### config.mk
export PLATFORM = sky130hd
export DESIGN_NAME = lsb_embed_ctrl
export DESIGN_NICKNAME = d
export VERILOG_FILES = /design/src/rtl/lsb_embed_ctrl.sv
export SDC_FILE = /design/constraint.sdc
export NUM_CORES = 1
export LEC_CHECK = 0
export CELL_PAD_IN_SITES_DETAIL_PLACEMENT = 0
export CELL_PAD_IN_SITES_GLOBAL_PLACEMENT = 1
export CORE_ASPECT_RATIO = 0.6
export CORE_MARGIN = 4
export CORE_UTILIZATION = 40
export CTS_CLUSTER_DIAMETER = 80
export DETAILED_ROUTE_END_ITERATION = 8
export GPL_ROUTABILITY_DRIVEN = 0
export PLACE_DENSITY_LB_ADDON = 0.1
export REMOVE_ABC_BUFFERS = 1
export SYNTH_ARGS = -nofsm -noshare
export SYNTH_HDL_FRONTEND = slang
export SYNTH_SLANG_ARGS = --single-unit
### constraint.sdc
create_clock -name wb_clk -period 3.5 [get_ports wb_clk]
set_input_delay 0.7 -clock wb_clk [delete_from_list [all_inputs] [get_ports wb_clk]]
set_output_delay 0.7 -clock wb_clk [all_outputs]
set_load 0.05 [all_outputs]
### src/rtl/lsb_embed_ctrl.sv
// LSB steganography embed controller: hides each message byte (LSB first) in the
// low bits of eight cover pixels. Optional build macro LSB_XOR_KEY_EN adds a rotating XOR key.
module lsb_embed_ctrl #(
    parameter int LEN_W = 11
) (
    input  logic             wb_clk,
    input  logic             wb_rst,
    input  logic             start,
    input  logic             abort,
    input  logic [LEN_W-1:0] msg_len,
`ifdef LSB_XOR_KEY_EN
    input  logic [7:0]       key,
`endif
    input  logic [7:0]       msg_data,
    input  logic             msg_valid,
    output logic             msg_ready,
    input  logic [7:0]       pix_data,
    input  logic             pix_valid,
    output logic             pix_ready,
    output logic [7:0]       out_data,
    output logic             out_valid,
    input  logic             out_ready,
    output logic             busy,
    output logic             done,
    output logic [1:0]       dbg_state
);

    // Streams: a beat transfers on a rising edge where valid && ready are both high;
    // a producer holds valid and data stable until then, and ready never depends on
    // the same stream's valid.
    typedef enum logic [1:0] {
        S_IDLE  = 2'd0,
        S_LOAD  = 2'd1,
        S_EMBED = 2'd2,
        S_DONE  = 2'd3
    } state_t;

    state_t           state_q, state_d;
    logic [LEN_W-1:0] len_q;
    logic [LEN_W-1:0] byte_cnt;
    logic [2:0]       bit_cnt;
    logic [7:0]       shift_q;
    logic             kill;
    logic             msg_hs;
    logic             pix_hs;
    logic             last_bit;
    logic             last_byte;
    logic             unused_pix_lsb;

`ifdef LSB_XOR_KEY_EN
    logic [7:0] key_q;
`endif

    assign unused_pix_lsb = pix_data[0];

    // Abort only matters once a job is underway; it also cancels any handshake this cycle.
    assign kill      = abort && (state_q != S_IDLE);
    assign msg_ready = (state_q == S_LOAD);
    assign pix_ready = (state_q == S_EMBED) && (!out_valid || out_ready);
    assign msg_hs    = msg_valid && msg_ready && !kill;
    assign pix_hs    = pix_valid && pix_ready && !kill;
    assign last_bit  = (bit_cnt == 3'd7);
    assign last_byte = ((byte_cnt + LEN_W'(1)) == len_q);
    assign busy      = (state_q != S_IDLE);
    assign dbg_state = state_q;

    always_comb begin
        state_d = state_q;
        done    = 1'b0;
        case (state_q)
            S_IDLE: begin
                if (start) begin
                    state_d = (msg_len == '0) ? S_DONE : S_LOAD;
                end
            end
            S_LOAD: begin
                if (msg_hs) begin
                    state_d = S_EMBED;
                end
            end
            S_EMBED: begin
                if (pix_hs && last_bit) begin
                    state_d = last_byte ? S_DONE : S_LOAD;
                end
            end
            S_DONE: begin
                done    = 1'b1;
                state_d = S_IDLE;
            end
            default: state_d = S_IDLE;
        endcase
        if (kill) begin
            state_d = S_IDLE;
            done    = 1'b0;
        end
    end

    always_ff @(posedge wb_clk) begin
        if (wb_rst) begin
            state_q   <= S_IDLE;
            len_q     <= '0;
            byte_cnt  <= '0;
            bit_cnt   <= '0;
            shift_q   <= '0;
            out_data  <= '0;
            out_valid <= 1'b0;
`ifdef LSB_XOR_KEY_EN
            key_q     <= '0;
`endif
        end else begin
            state_q <= state_d;

            if ((state_q == S_IDLE) && start) begin
                len_q    <= msg_len;
                byte_cnt <= '0;
`ifdef LSB_XOR_KEY_EN
                key_q    <= key;
`endif
            end

            if (msg_hs) begin
`ifdef LSB_XOR_KEY_EN
                shift_q <= msg_data ^ key_q;
                key_q   <= {key_q[6:0], key_q[7]};
`else
                shift_q <= msg_data;
`endif
                bit_cnt <= '0;
            end

            if (pix_hs) begin
                bit_cnt <= bit_cnt + 3'd1;
                if (last_bit) begin
                    byte_cnt <= byte_cnt + LEN_W'(1);
                end
            end

            // Single output stage: refill on a pixel beat, otherwise drain on out_ready.
            if (kill) begin
                out_valid <= 1'b0;
            end else if (pix_hs) begin
                out_data  <= {pix_data[7:1], shift_q[bit_cnt]};
                out_valid <= 1'b1;
            end else if (out_ready) begin
                out_valid <= 1'b0;
            end
        end
    end

endmodule
== Yosys cells after proc, flatten, opt, wreduce, memory -nomap -nowiden ==
Index checks and enable logic that the tools add are counted.
Widths: inputs -> output; s select.

* Add/subtract/negate cells: 2
* $mul: 0
* Div/mod/pow operators: 0
* $lt $le $gt $ge: 1
* Eq/ne operators: 8
* Shift-type cells: 0
* Mux-type cells: 17
* Bitwise gates (word level): 1
* Reduce and logical (&&, ||, !) cells: 19

{| class="wikitable"
|+ Operators with widths
! operator !! number
|-
| $mux 11 || 3
|-
| $add 11x1->11 const B || 1
|-
| $eq 11x11->1 || 1
|-
| $logic_not 11->1 || 1
|-
| $mux 2 || 5
|-
| $logic_and 1x1->1 || 8
|-
| $pmux 2 s4 || 1
|-
| $mux 3 || 2
|-
| $reduce_bool 2->1 || 3
|-
| $mux 1 || 5
|-
| $eq 2x2->1 const B || 2
|-
| $lt 3x4->1 const B || 1
|-
| $ne 2x1->1 const B || 2
|-
| $add 3x1->3 const B || 1
|-
| $bmux 1 s3 || 1
|-
| $eq 3x3->1 const B || 1
|-
| $reduce_and 3->1 || 1
|-
| $eq 2x1->1 const B || 1
|-
| $logic_not 1->1 || 2
|-
| $logic_not 2->1 || 1
|-
| $ne 2x2->1 const B || 1
|-
| $reduce_and 2->1 || 1
|-
| $reduce_or 2->1 || 1
|-
| $logic_or 1x1->1 || 1
|-
| $not 1->1 || 1
|}

* Bits in registers: 44
* Bits in latches: 0
* Bits in writable memories: 0
* ROM bits: 0
* Input bits: 34
* Output and inout port bits: 15
* Logic and storage cells: 55
* Memories kept: 0

== Longest topological paths before layout ==
* Depth after elaboration: 8
* Gate-level depth with buffers: 9
* Depth with buffers taken out: 7

== Worst setup path after synthesis ==
Ideal clock, no wire load.

* Path kind: flip-flop to flip-flop
* From: register state_q[0], in the netlist dbg_state[0]
* To: register bit_cnt[2]
* Setup time: 0.128 ns
* Arrival: 2.293 ns
* Required time: 3.372 ns
* Setup slack: 1.080 ns
* Stages on the path, launching flop included: 7
* Buffers on the path: 1
* Clock period less this slack: 2.420 ns
* Cell sequence: dfxtp_1 -> nor2b_1 -> and3_1 -> buf_2 -> nor2_1 -> a22oi_1 -> nor2_1

* Elaborated cells between the ends (all ways): 12
* Those cells by class: eq/ne (2); mux (1); reduce/logical (9)

{| class="wikitable"
|+ RTL lines
! what !! RTL line !! RTL
|-
| start: declaration || 38 || <nowiki>state_t state_q, state_d;</nowiki>
|-
| start signal: assignment || 111 || <nowiki>state_q <= state_d;</nowiki>
|-
| $eq 2x1->1 || 58 || <nowiki>assign msg_ready = (state_q == S_LOAD);</nowiki>
|-
| named net msg_ready || 16 || <nowiki>output logic msg_ready,</nowiki>
|-
| $logic_and 1x1->1 (2 in a row) || 60 || <nowiki>assign msg_hs = msg_valid && msg_ready && !kill;</nowiki>
|-
| $reduce_bool 2->1 (no line) || - ||
|-
| end signal: assignment || 132 || <nowiki>bit_cnt <= bit_cnt + 3'd1;</nowiki>
|-
| end: declaration || 41 || <nowiki>logic [2:0] bit_cnt;</nowiki>
|}

The timed path passes the listed nets, and every way through them passes these cells.
A chain may end at the register's enable or synchronous reset.

== Worst setup path in the final report ==
* From: input port out_ready
* To: output port pix_ready

* Cells in the longest elaborated chain, start to end: 2

{| class="wikitable"
|+ Ends and longest elaborated chain
! what !! RTL line !! RTL
|-
| start: declaration || 22 || <nowiki>input logic out_ready,</nowiki>
|-
| $logic_or 1x1->1 || 59 || <nowiki>assign pix_ready = (state_q == S_EMBED) && (!out_valid || out_ready);</nowiki>
|-
| $logic_and 1x1->1 || 59 ||
|-
| end: declaration || 19 || <nowiki>output logic pix_ready,</nowiki>
|}

Every way passes these cells.

==> results.py <==
metrics = {
    "grt": {
        "wire_length_of_the_first_global_routing_pass_mm": 9.47,
        "grt_antenna_before_repair": 0,
        "grt_max_degree": 21,
        "gr-total-overflow": 0,
        "via_count_of_the_first_global_routing_pass": 1862,
        "gr-usage-all-layers_pct": 17.3,
    },
    "route": {
        "drt-pass1-iter-count": 4,
        "vias": 1964,
        "wl_mm": 5.55,
        "vias_per_cell": 5.21,
        "post_route_drc_violation_count": 0,
        "post_drt_wl_per_cell_um": 14.7,
        "antenna_violating_nets_post_route": 0,
        "detail_route.iter0.violations": 68,
    },
    "clocking": {
        "post_cts_hold_buffer_count": 0,
        "numCtsBuffers": 5,
        "cts.sinks": 44,
        "tritoncts_clock_tree": "yes",
        "clk_path_buf_depth": 2,
        "cts_setup_buffers": 0,
        "cts-root-buf": "clkbuf_8",
        "clk_pin_slew_worst_paths_ns": 0.08,
        "post_cts_resize_count": 0,
        "htree_num_levels": 2,
        "clock_insertion_delay_worst_skew_ns": 0.29,
    },
    "finish": {
        "final_core_util_pct": 54.2,
        "nets": 347,
        "finalNonFillerCells": 377,
        "flow.area_growth_from_synthesis_pct": 27.2,
        "fillerInstances": 501,
        "drive_above_1_share_pct": 5.79,
        "diodes": 0,
        "layout.cells.most_common_list": "clkdlybuf4s50_1, dfxtp_1, nor2_1",
        "mostFrequentLayoutCell": "clkdlybuf4s50_1",
    },
    "timing": {
        "worst-slew-pin-transition_ns": 0.534,
        "worst_slew_margin_rel_pct": 64.3,
        "finClkSkew_ns": 0.00433,
        "hold_slack_ns": 0.473,
        "hold_viol": 0,
        "period_share_pct": 86.5,
        "achievable-frequency_mhz": 330,
        "final_period_minus_worst_setup_slack_ns": 3.03,
        "rsz0062_at_grt": "false",
        "slew_violations": 0,
        "finalSetupTns_ns": 0,
        "timing.final.setup_violations": 0,
    },
    "placement": {
        "hpwlAfterDp_mm": 4.12,
        "buffer_ports.inserted": 47,
        "placed_cells_incl_taps": 369,
    },
    "setup_path": {
        "critPathRequiredTime_ns": 2.80,
        "slowest_delay_ns": 0.81,
        "timing.critical_path.mode_cell": "clkdlybuf4s50_1",
        "critPathKind": "input port to primary output",
        "worstSetupStartpointType": "input port",
        "path_cells": "clkdlybuf4s50_1, and2b_1, nor2_1, clkdlybuf4s50_1",
        "cp_slowest_cell": "clkdlybuf4s50_1",
        "critical_path.endpoint_type": "primary output",
        "crit_arrival_ns": 2.33,
        "critical_path_peak_fanout": 4,
    },
    "pwr": {
        "net-switching-power_w": 0.000266,
        "power_density_mw_per_mm2": 360,
        "p_sw_share_pct": 26.1,
        "cellInternalPower_w": 0.000754,
        "power.share.clock_pct": 31.6,
        "power.ir.vdd_worst_uv": 210,
        "p_seq_share_pct": 52.1,
        "p_leak_nw": 1.02,
        "comb_power_share_pct": 16.3,
    },
    "floorplan": {
        "initial_core_util_pct": 42.6,
        "die_area_sq_mm": 0.00687,
        "die_height_um": 65.8,
        "fp.dieW_um": 104,
        "design.portCount": 49,
        "rows": 20,
        "floorplan.core_area_sq_mm": 0.00523,
    },
    "yosys": {
        "async_flop_share_pct": 0,
        "synthesis.area_sq_mm": 0.00223,
        "post_synth_num_cell_types": 41,
        "ys_dominant_reg_cell": "dfxtp_1",
        "yosysWarnings": 0,
        "synth_seq_cells": 44,
        "post_synth_inst_count": 267,
        "synth.yosys.seq_area_share_pct": 39.5,
        "syn_avg_cell_area_sq_um": 8.35,
        "edff_count_synth": 0,
    },
    "worst_hold_path": {
        "hold_crit_class": "register to register",
    },
    "run": {
        "cap_violations": 0,
    },
    "run_status": {
        "outcome": "finished clean",
    },
}
-- cells by family after synthesis --
logic type	count (synthesis)	synth area share (%)
compound gates	47	12.0
xor+xnor	14	5.50
fa+ha+maj	4	2.13
buf+inv	20	4.04
flops	44	39.5
mux	20	10.1
simple gates	118	26.7
-- per-stage QoR --
step	setup WS [ns]	area, sq um	power, W
3_3_place_gp	0.460	2740	0.000710
2_1_floorplan	0.992	2150	0.000626
3_5_place_dp	0.467	2740	0.000710
4_1_cts	0.468	2830	0.00103
5_1_grt	0.432	2830	0.00108
6_report	0.472	2830	0.00102
-- worst max-delay path: cells and delay by family --
family        cells  cell delay (ns)
simple gates      2             0.37
buf+inv           2             1.26
-- state kept, by name, indices dropped and copies added, names as in the netlist --
signal	count
byte_cnt	11
out_valid	1
dbg_state	2
out_data	8
len_q	11
shift_q	8
bit_cnt	3
-- power groups by stage --
stage	Combinational, W	Clock, W	Sequential [W]
final	0.000166	0.000322	0.000531
after global routing	0.000181	0.000361	0.000535
after CTS	0.000167	0.000334	0.000532
after detailed placement	0.000167	0	0.000543
after global placement	0.000167	0	0.000543
after floorplan	0.0000742	0	0.000551
-- synthesized netlist by cell type, types with 3 or more instances --
cell / number / share of area, %
and3_1: 8 / 2.2
xor2_1: 3 / 1.2
xnor2_1: 11 / 4.3
dfxtp_1: 44 / 40
a21oi_1: 26 / 5.8
nor3_1: 4 / 0.90
nand2_1: 29 / 4.9
a31oi_1: 3 / 0.84
inv_1: 4 / 0.67
nor2_1: 42 / 7.1
buf_2: 5 / 1.1
o21ai_1: 9 / 2.0
nor4_1: 4 / 1.1
nand3_1: 6 / 1.3
nand3b_1: 5 / 1.7
mux2i_1: 18 / 8.1
clkbuf_1: 8 / 1.3
or3_1: 4 / 1.1
and2_1: 3 / 0.84
ha_1: 3 / 1.7
-- metal layers --
layer,GRT usage (%),wire [um]
met2,21.2,1890
met5,0,0
met1,28.0,3220
met4,3.48,23
met3,5.46,416
-- path summary, 6_finish.rpt --
check / start / to / slack, ns / cells past startpoint
worst max-delay path: out_ready / pix_ready / 0.47 / 4
worst min-delay path: len_q[4]$_SDFFE_PP0P_ / len_q[4]$_SDFFE_PP0P_ / 0.47 / 2
worst max register to register: byte_cnt[0]$_SDFF_PP0_ / dbg_state[1]$_SDFFE_PP0P_ / 1.46 / 7
worst min register to register: len_q[4]$_SDFFE_PP0P_ / len_q[4]$_SDFFE_PP0P_ / 0.47 / 2
-- layout make-up --
type                            count  area, sq um  share of cell area [%]
Tap cell                           66         82.6                    2.91
Inverter                            4         15.0                   0.530
Timing Repair Buffer               52          508                    17.9
Sequential cell                    44          881                    31.1
Clock buffer                        8         90.1                    3.18
Multi-Input combinational cell    203         1260                    44.4
No activity file was read; power rests on OpenSTA's default activity.
==> RTL edit: new RTL, same flow settings <==
Change the parameter `LEN_W` from 11 to 9.
--- a/src/rtl/lsb_embed_ctrl.sv
+++ b/src/rtl/lsb_embed_ctrl.sv
@@ -2,5 +2,5 @@
 // low bits of eight cover pixels. Optional build macro LSB_XOR_KEY_EN adds a rotating XOR key.
 module lsb_embed_ctrl #(
-    parameter int LEN_W = 11
+    parameter int LEN_W = 9
 ) (
     input  logic             wb_clk,
Interface: changed (resized msg_len); port bits go from 49 to 47. No check against the original RTL was run, so the function may have changed too.
==> RTL edit against the original RTL <==
Power is 2.1% higher; cell area is 9.2% lower; clock power is 27% higher; area after synthesis is 13% lower; critical endpoint unchanged; worst setup slack better by 0.12 ns; sequential power is 9.2% lower; highest routed layer unchanged; routed wire length is 13% lower; sequential cell count is 4 lower.
==> RTL edit: results <==
[finish]
multiInputGateArea_um2 = 1090
buffer_area_share_pct = 18.4
clkbuf_count = 7
design.seq.count = 40
finalNonFillerCells = 352
finalInstanceArea_um2 = 2570
signal_buffers = 48
largest_registers = byte_cnt (9), len_q (9)

[synthesis]
ys_seq_area_share_pct = 41.2
synth_xor_area_share_pct = 6.31
synth_common_cells = nand2_1 (54), a21oi_1 (41), dfxtp_1 (40)
synthMuxAreaShare_pct = 2.84

[placed_design]
place_area_um2 = 2450
dp.cells = 344

[outcome]
status = finished, final reports clean

[routing]
routed_wl_um = 4820
met3_length_um = 276
vias = 1789

[setup_path]
cp_max_fo = 2

[floorplan]
fp.dieArea_um2 = 6070

[global_route]
grt_pass1_wl_um = 7680
met1_usage_pct = 24.8

[sta]
relSlewSlack_pct = 65.7

[pwr]
p_clk_share_pct = 39.3
seqPwrFrac_pct = 46.3
leakagePower_uw = 0.000898
## RTL edit: cell count changes in the layout (fill, tap and decap cells not counted), sizes merged, moves of 3 or more
cell and delta:
o21ai -3, nand3b -4, dfxtp -4, mux2i -17
nand3 +5, inv -3, nor3b -3, or3b +3
nand2 +25, a21oi +16, nor2 -22
## RTL edit: cells by family (layout without fill, tap and decap cells)
| kind of cell | Yosys count | after routing |
|---|---|---|
| buf+inv | 11 | 57 |
| mux | 3 | 3 |
| compound gates | 57 | 57 |
| fa+ha+maj | 3 | 3 |
| simple gates | 115 | 115 |
| xor+xnor | 14 | 14 |
| flops | 40 | 40 |
## RTL edit: path summary, 6_finish.rpt
check	startpoint	end	slack, ns
min	out_data[3]$_SDFFE_PP0P_	out_data[3]$_SDFFE_PP0P_	0.46
min reg2reg	out_data[3]$_SDFFE_PP0P_	out_data[3]$_SDFFE_PP0P_	0.46
max	out_ready	pix_ready	0.59
max reg2reg	bit_cnt[0]$_SDFFE_PP0P_	byte_cnt[8]$_SDFF_PP0_	1.51
